==> src/rtl/motor_pkg.sv <==
// Shared motor-control definitions: direction codes, capture FSM states, duty saturation.
// Used by both the PWM generator and the PWM capture block.
package motor_pkg;

  localparam logic [1:0] DIR_STOP  = 2'b00;
  localparam logic [1:0] DIR_FWD   = 2'b01;
  localparam logic [1:0] DIR_REV   = 2'b10;
  localparam logic [1:0] DIR_FAULT = 2'b11;

  typedef logic [0:0] state_t;
  localparam state_t ST_MEASURE = 1'b0;
  localparam state_t ST_REPORT  = 1'b1;

  function automatic logic [7:0] sat8(input logic [8:0] cnt);
    return cnt[8] ? 8'hff : cnt[7:0];
  endfunction

endpackage

==> src/rtl/pwm_line_filter.sv <==
// 2-flop synchronizer for one async PWM line, 2 CLK latency; no backpressure.
// With PWM_CAPTURE_GLITCH_FILTER_EN, output follows only 3 equal samples in a row (+2 CLK).
module pwm_line_filter (
  input  logic CLK,
  input  logic RST,
  input  logic raw,
  output logic clean
);

  logic s1, s2;

  always_ff @(posedge CLK) begin
    if (RST) begin
      s1 <= 1'b0;
      s2 <= 1'b0;
    end else begin
      s1 <= raw;
      s2 <= s1;
    end
  end

`ifdef PWM_CAPTURE_GLITCH_FILTER_EN
  logic d1, d2, held;

  always_ff @(posedge CLK) begin
    if (RST) begin
      d1   <= 1'b0;
      d2   <= 1'b0;
      held <= 1'b0;
    end else begin
      d1   <= s2;
      d2   <= d1;
      held <= clean;
    end
  end

  // Combinational output keeps the added latency at exactly two samples.
  always_comb begin
    clean = held;
    if (s2 == d1 && d1 == d2) clean = s2;
  end
`else
  assign clean = s2;
`endif

endmodule

==> src/rtl/pwm_capture.sv <==
// Measures forward/reverse PWM duty per WIN_TICKS-tick window; report 1 CLK after window end.
// No backpressure: valid is a 1-cycle pulse. Optional PWM_CAPTURE_GLITCH_FILTER_EN in line filter.
module pwm_capture
  import motor_pkg::*;
#(
  parameter int PRESCALE  = 4,
  parameter int WIN_TICKS = 256
) (
  input  logic       CLK,
  input  logic       RST,
  input  logic       pwm1,
  input  logic       pwm2,
  output logic [7:0] speed,
  output logic [1:0] dir,
  output logic       valid,
  output logic       fault
);

  localparam int PW = (PRESCALE > 1) ? $clog2(PRESCALE) : 1;
  localparam int TW = $clog2(WIN_TICKS + 1);

  logic          line1, line2;
  logic [PW-1:0] pre_cnt;
  logic          tick;
  logic [TW-1:0] tick_cnt;
  logic [8:0]    hi1, hi2;
  state_t        state;
  logic [1:0]    dir_n;
  logic [7:0]    speed_n;

  pwm_line_filter u_filt1 (.CLK(CLK), .RST(RST), .raw(pwm1), .clean(line1));
  pwm_line_filter u_filt2 (.CLK(CLK), .RST(RST), .raw(pwm2), .clean(line2));

  assign tick = (pre_cnt == PW'(PRESCALE - 1));

  always_ff @(posedge CLK) begin
    if (RST)       pre_cnt <= '0;
    else if (tick) pre_cnt <= '0;
    else           pre_cnt <= pre_cnt + 1'b1;
  end

  always_comb begin
    dir_n = {hi2 != 9'd0, hi1 != 9'd0};
    case (dir_n)
      DIR_FWD: speed_n = sat8(hi1);
      DIR_REV: speed_n = sat8(hi2);
      default: speed_n = 8'd0;
    endcase
  end

  // Ticks landing in the REPORT cycle are dropped; the prescaler keeps running.
  always_ff @(posedge CLK) begin
    if (RST) begin
      state    <= ST_MEASURE;
      tick_cnt <= '0;
      hi1      <= '0;
      hi2      <= '0;
      speed    <= '0;
      dir      <= DIR_STOP;
      valid    <= 1'b0;
      fault    <= 1'b0;
    end else begin
      valid <= 1'b0;
      if (state == ST_MEASURE) begin
        if (tick) begin
          if (line1 && hi1 != 9'h1ff) hi1 <= hi1 + 9'd1;
          if (line2 && hi2 != 9'h1ff) hi2 <= hi2 + 9'd1;
          if (tick_cnt == TW'(WIN_TICKS - 1)) state <= ST_REPORT;
          else                                tick_cnt <= tick_cnt + 1'b1;
        end
      end else begin
        speed    <= speed_n;
        dir      <= dir_n;
        fault    <= (dir_n == DIR_FAULT);
        valid    <= 1'b1;
        hi1      <= '0;
        hi2      <= '0;
        tick_cnt <= '0;
        state    <= ST_MEASURE;
      end
    end
  end

endmodule

==> config.mk <==
export PLATFORM = sky130hd
export DESIGN_NAME = pwm_capture
export DESIGN_NICKNAME = d
export VERILOG_FILES = /design/src/rtl/motor_pkg.sv /design/src/rtl/pwm_line_filter.sv /design/src/rtl/pwm_capture.sv
export SDC_FILE = /design/constraint.sdc
export NUM_CORES = 1
export LEC_CHECK = 0
export BUFFER_PORTS_ARGS = -buffer_cell sky130_fd_sc_hd__buf_2
export CAP_MARGIN = 5
export CELL_PAD_IN_SITES_DETAIL_PLACEMENT = 1
export CELL_PAD_IN_SITES_GLOBAL_PLACEMENT = 1
export CORE_MARGIN = 2
export CORE_UTILIZATION = 40
export DETAILED_ROUTE_END_ITERATION = 16
export PLACE_DENSITY_LB_ADDON = 0.1
export SETUP_SLACK_MARGIN = 0.02
export SLEW_MARGIN = 20
export SYNTH_ARGS = -nofsm -noshare
export SYNTH_HDL_FRONTEND = slang
export SYNTH_HIERARCHICAL = 1
export SYNTH_SLANG_ARGS = --single-unit
==> constraint.sdc <==
create_clock -name CLK -period 1.66 [get_ports CLK]
set_input_delay 0.083 -clock CLK [delete_from_list [all_inputs] [get_ports CLK]]
set_output_delay 0.083 -clock CLK [all_outputs]
set_load 0.05 [all_outputs]
==> results.sh <==
export IMPL_path_cells="ha_4 -> nand3_2 -> nor2_2 -> ha_2 -> nand3b_1 -> buf_6 -> or4_4 -> a21oi_2"
export IMPL_start_util=0.4187
export IMPL_synthCells=246
export IMPL_coreArea_sq_mm=0.005140
export IMPL_synth_area_sq_mm=0.002152
export IMPL_finalPower_w=0.001968
export IMPL_place_congestion=0.7380
export IMPL_grt_pass1_vias=2084
export IMPL_finalNetCount=337
export IMPL_min_period_over_period=1.105
export IMPL_synth_distinct_cells=33
export IMPL_cts_buffers_inserted=5
export IMPL_pin_count=16
export IMPL_maxCapViolations=0
export IMPL_initialDrtViolationCount=78
export IMPL_hold_slack_ns=0.01252
export IMPL_hp_start="pwm1"
export IMPL_area_growth_pct=49.54
export IMPL_seq_area_frac_synth=0.4279
export IMPL_antenna_found_initial=0
export IMPL_ys_flop_type="dfxtp_1"
export IMPL_peakVddDrop_v=0.0003787
export IMPL_drt_first_pass_iters=6
export IMPL_worstSkewPairLatency_ns=0.30
export IMPL_hold_class="in -> reg"
export IMPL_routedWlPerCell_microns=17.33
export IMPL_cts_sinks=46
export IMPL_cts_max_path_buffers=2
export IMPL_vias=2108
export IMPL_worstPathRequired_ns=1.89
export IMPL_cellLeakagePower_nw=1.212
export IMPL_dieArea_sq_mm=0.005983
export IMPL_postSynthAreaPerCell_sq_um=8.748
export IMPL_syn_nets=262
export IMPL_crit_family="simple AND/OR/NAND/NOR gates"
export IMPL_run_status="complete, but fails checks"
export IMPL_n_antenna_cell=0
export IMPL_rsz0062_at_grt="true"
export IMPL_pwr_density_cell_mw_per_mm2=611.5
export IMPL_stdcell_count=392
export IMPL_cts_tree="done"
export IMPL_wl_microns=6792
export IMPL_worst_setup_path_end_kind="flop"
export IMPL_final_antenna_net_count=0
export IMPL_violations="setup timing"
export IMPL_via_per_inst=5.378
export IMPL_tightest_slew_ns=0.6103
export IMPL_async_flop_share=0
export IMPL_setup_viol=16
export IMPL_drc=0
export IMPL_timing_critical_path_buf_inv=1
export IMPL_layout_commonest_cell="buf_4"
export IMPL_root_buffer="clkbuf_8"
export IMPL_crit_start="hi2[1]"
export IMPL_setup_tns_final_ns=-1.262
export IMPL_dp_worst_setup_slack_ns=-0.2202
export IMPL_num_rows=26
export IMPL_grt_pass1_wl_microns=10090
export IMPL_drive_above_1_share=0.4783
export IMPL_fmax_mhz=545.1
export IMPL_slew_violations=0
export IMPL_dp_cells=366
export IMPL_gr_usage_all_layers=0.2138
export IMPL_cpMaxStageDelayCell="or4_4"
export IMPL_worst_path_largest_cell_delay_ns=0.48
export IMPL_synth_edf_count=0
export IMPL_post_dp_hpwl_microns=4071
export IMPL_critPathKind="reg -> reg"
export IMPL_path_max_fanout=7
export IMPL_critPathLaunchType="flop"
export IMPL_die_x_microns=77.35
export IMPL_die_y_microns=77.35
export IMPL_hold_viol=0
export IMPL_period_needed_ns=1.834
export IMPL_htreeDepth=2
export IMPL_grt_max_degree=28
export IMPL_slew_headroom=0.5932
export IMPL_fin_ws_ns=-0.1744
export IMPL_cp_arrival_ns=2.06
export IMPL_cts_reportedPaths_clkPinSlew_ns=0.09
export IMPL_fin_skew_ns=0.003726
export IMPL_port_buffers=15
export IMPL_synth_warnings=6
export IMPL_synth_seq_cells=46
export IMPL_gr_total_overflow=0
export IMPL_reg2reg_from="hi2[1]"
export IMPL_final_cell_mix="buf_4 (55), dfxtp_1 (34), nand2_1 (19), a21oi_1 (19), buf_2 (15)"
[power breakdown]
part,internal [W],switching (W)
logic,0.0000528,0.0000618
registers,0.00111,0.00000973
clock network,0.000337,0.000397
total,0.00150,0.000469
[timing repair]
action                                 in CTS  in global routing
resized for setup                          49                 42
setup endpoints to repair                  21                 30
buffers inserted                            8                  8
endpoints found under the hold margin       1                  0
gates cloned                                1                  0
hold buffers                                1                  0
pin swaps                                  24                 23
[worst register-to-register path: stages (launching register included)]
cell      delay (ns)
dfxtp_4         0.37
ha_4            0.16
nand3_2         0.07
nor2_2          0.04
ha_2            0.17
nand3b_1        0.17
buf_6           0.15
or4_4           0.48
a21oi_2         0.15
[area by class of cell]
type	count	area, sq um
Clock buffer	7	86.33
Clock inverter	1	5.005
Fill cell	601	1922
Inverter	8	32.53
Multi-Input combinational cell	182	1470
Sequential cell	46	950.9
Tap cell	70	87.58
Timing Repair Buffer	78	585.6
[Yosys cell counts (3+ instances only)]
library cell	instances	area, sq um
o21ai_0	23	115.1
or4_1	8	60.06
a21oi_1	30	150.1
a21o_1	6	45.04
or3_1	7	43.79
nor2_1	14	52.55
o31ai_1	8	60.06
nand2_1	19	71.32
nor3b_1	7	52.55
clkbuf_1	8	30.03
nand4b_1	3	26.28
ha_1	12	150.1
nand3b_1	3	22.52
nor2b_1	7	43.79
nand2b_1	3	18.77
a211oi_1	3	22.52
dfxtp_1	46	920.9
nand3_1	9	45.04
xor2_1	3	26.28
inv_1	8	30.03
[state kept, by name, summed over array words and instances (netlist names)]
signal / flops
tick_cnt: 9
dir: 2
u_filt1/clean: 1
u_filt1/s1: 1
speed: 8
u_filt2/s1: 1
pre_cnt: 2
hi2: 9
hi1: 9
state: 1
fault: 1
u_filt2/clean: 1
valid: 1
[layer usage]
layer / track usage / vias up / part of all wire
met1: 0.2538 / 1043 / 0.43
met5: 0 / - / 0
met2: 0.3861 / 27 / 0.54
met3: 0.04535 / 8 / 0.021
li1: - / 1030 / -
met4: 0.06250 / 0 / 0.013
[stage by stage]
stage	utilization	cell area [sq um]
final	0.6261	3218
after global routing	0.6261	3218
after CTS	0.5801	2982
after detailed placement	0.5190	2668
after global placement	0.5190	2668
after floorplan	-	2215
[final timing paths]
path / end / slack, ns / cells after the start
setup / recovery: hi2[5] / -0.17 / 8
hold reg to reg: u_filt2/clean / 0.45 / 1
setup reg to reg: hi2[5] / -0.17 / 8
hold / removal: u_filt1/s1 / 0.01 / 2
[cells by family after synthesis]
logic type                 Yosys count  synth area share
and+or+nand+nor                     92            0.2488
adders and majority gates           12           0.06977
AOI/OAI and AO/OA                   72            0.1919
xor gates and xnor gates             4           0.01628
buffers and inverters               19           0.04070
DFF                                 46            0.4279
muxes                                1          0.004651
Note: power is estimated with default switching activity, not from simulation.
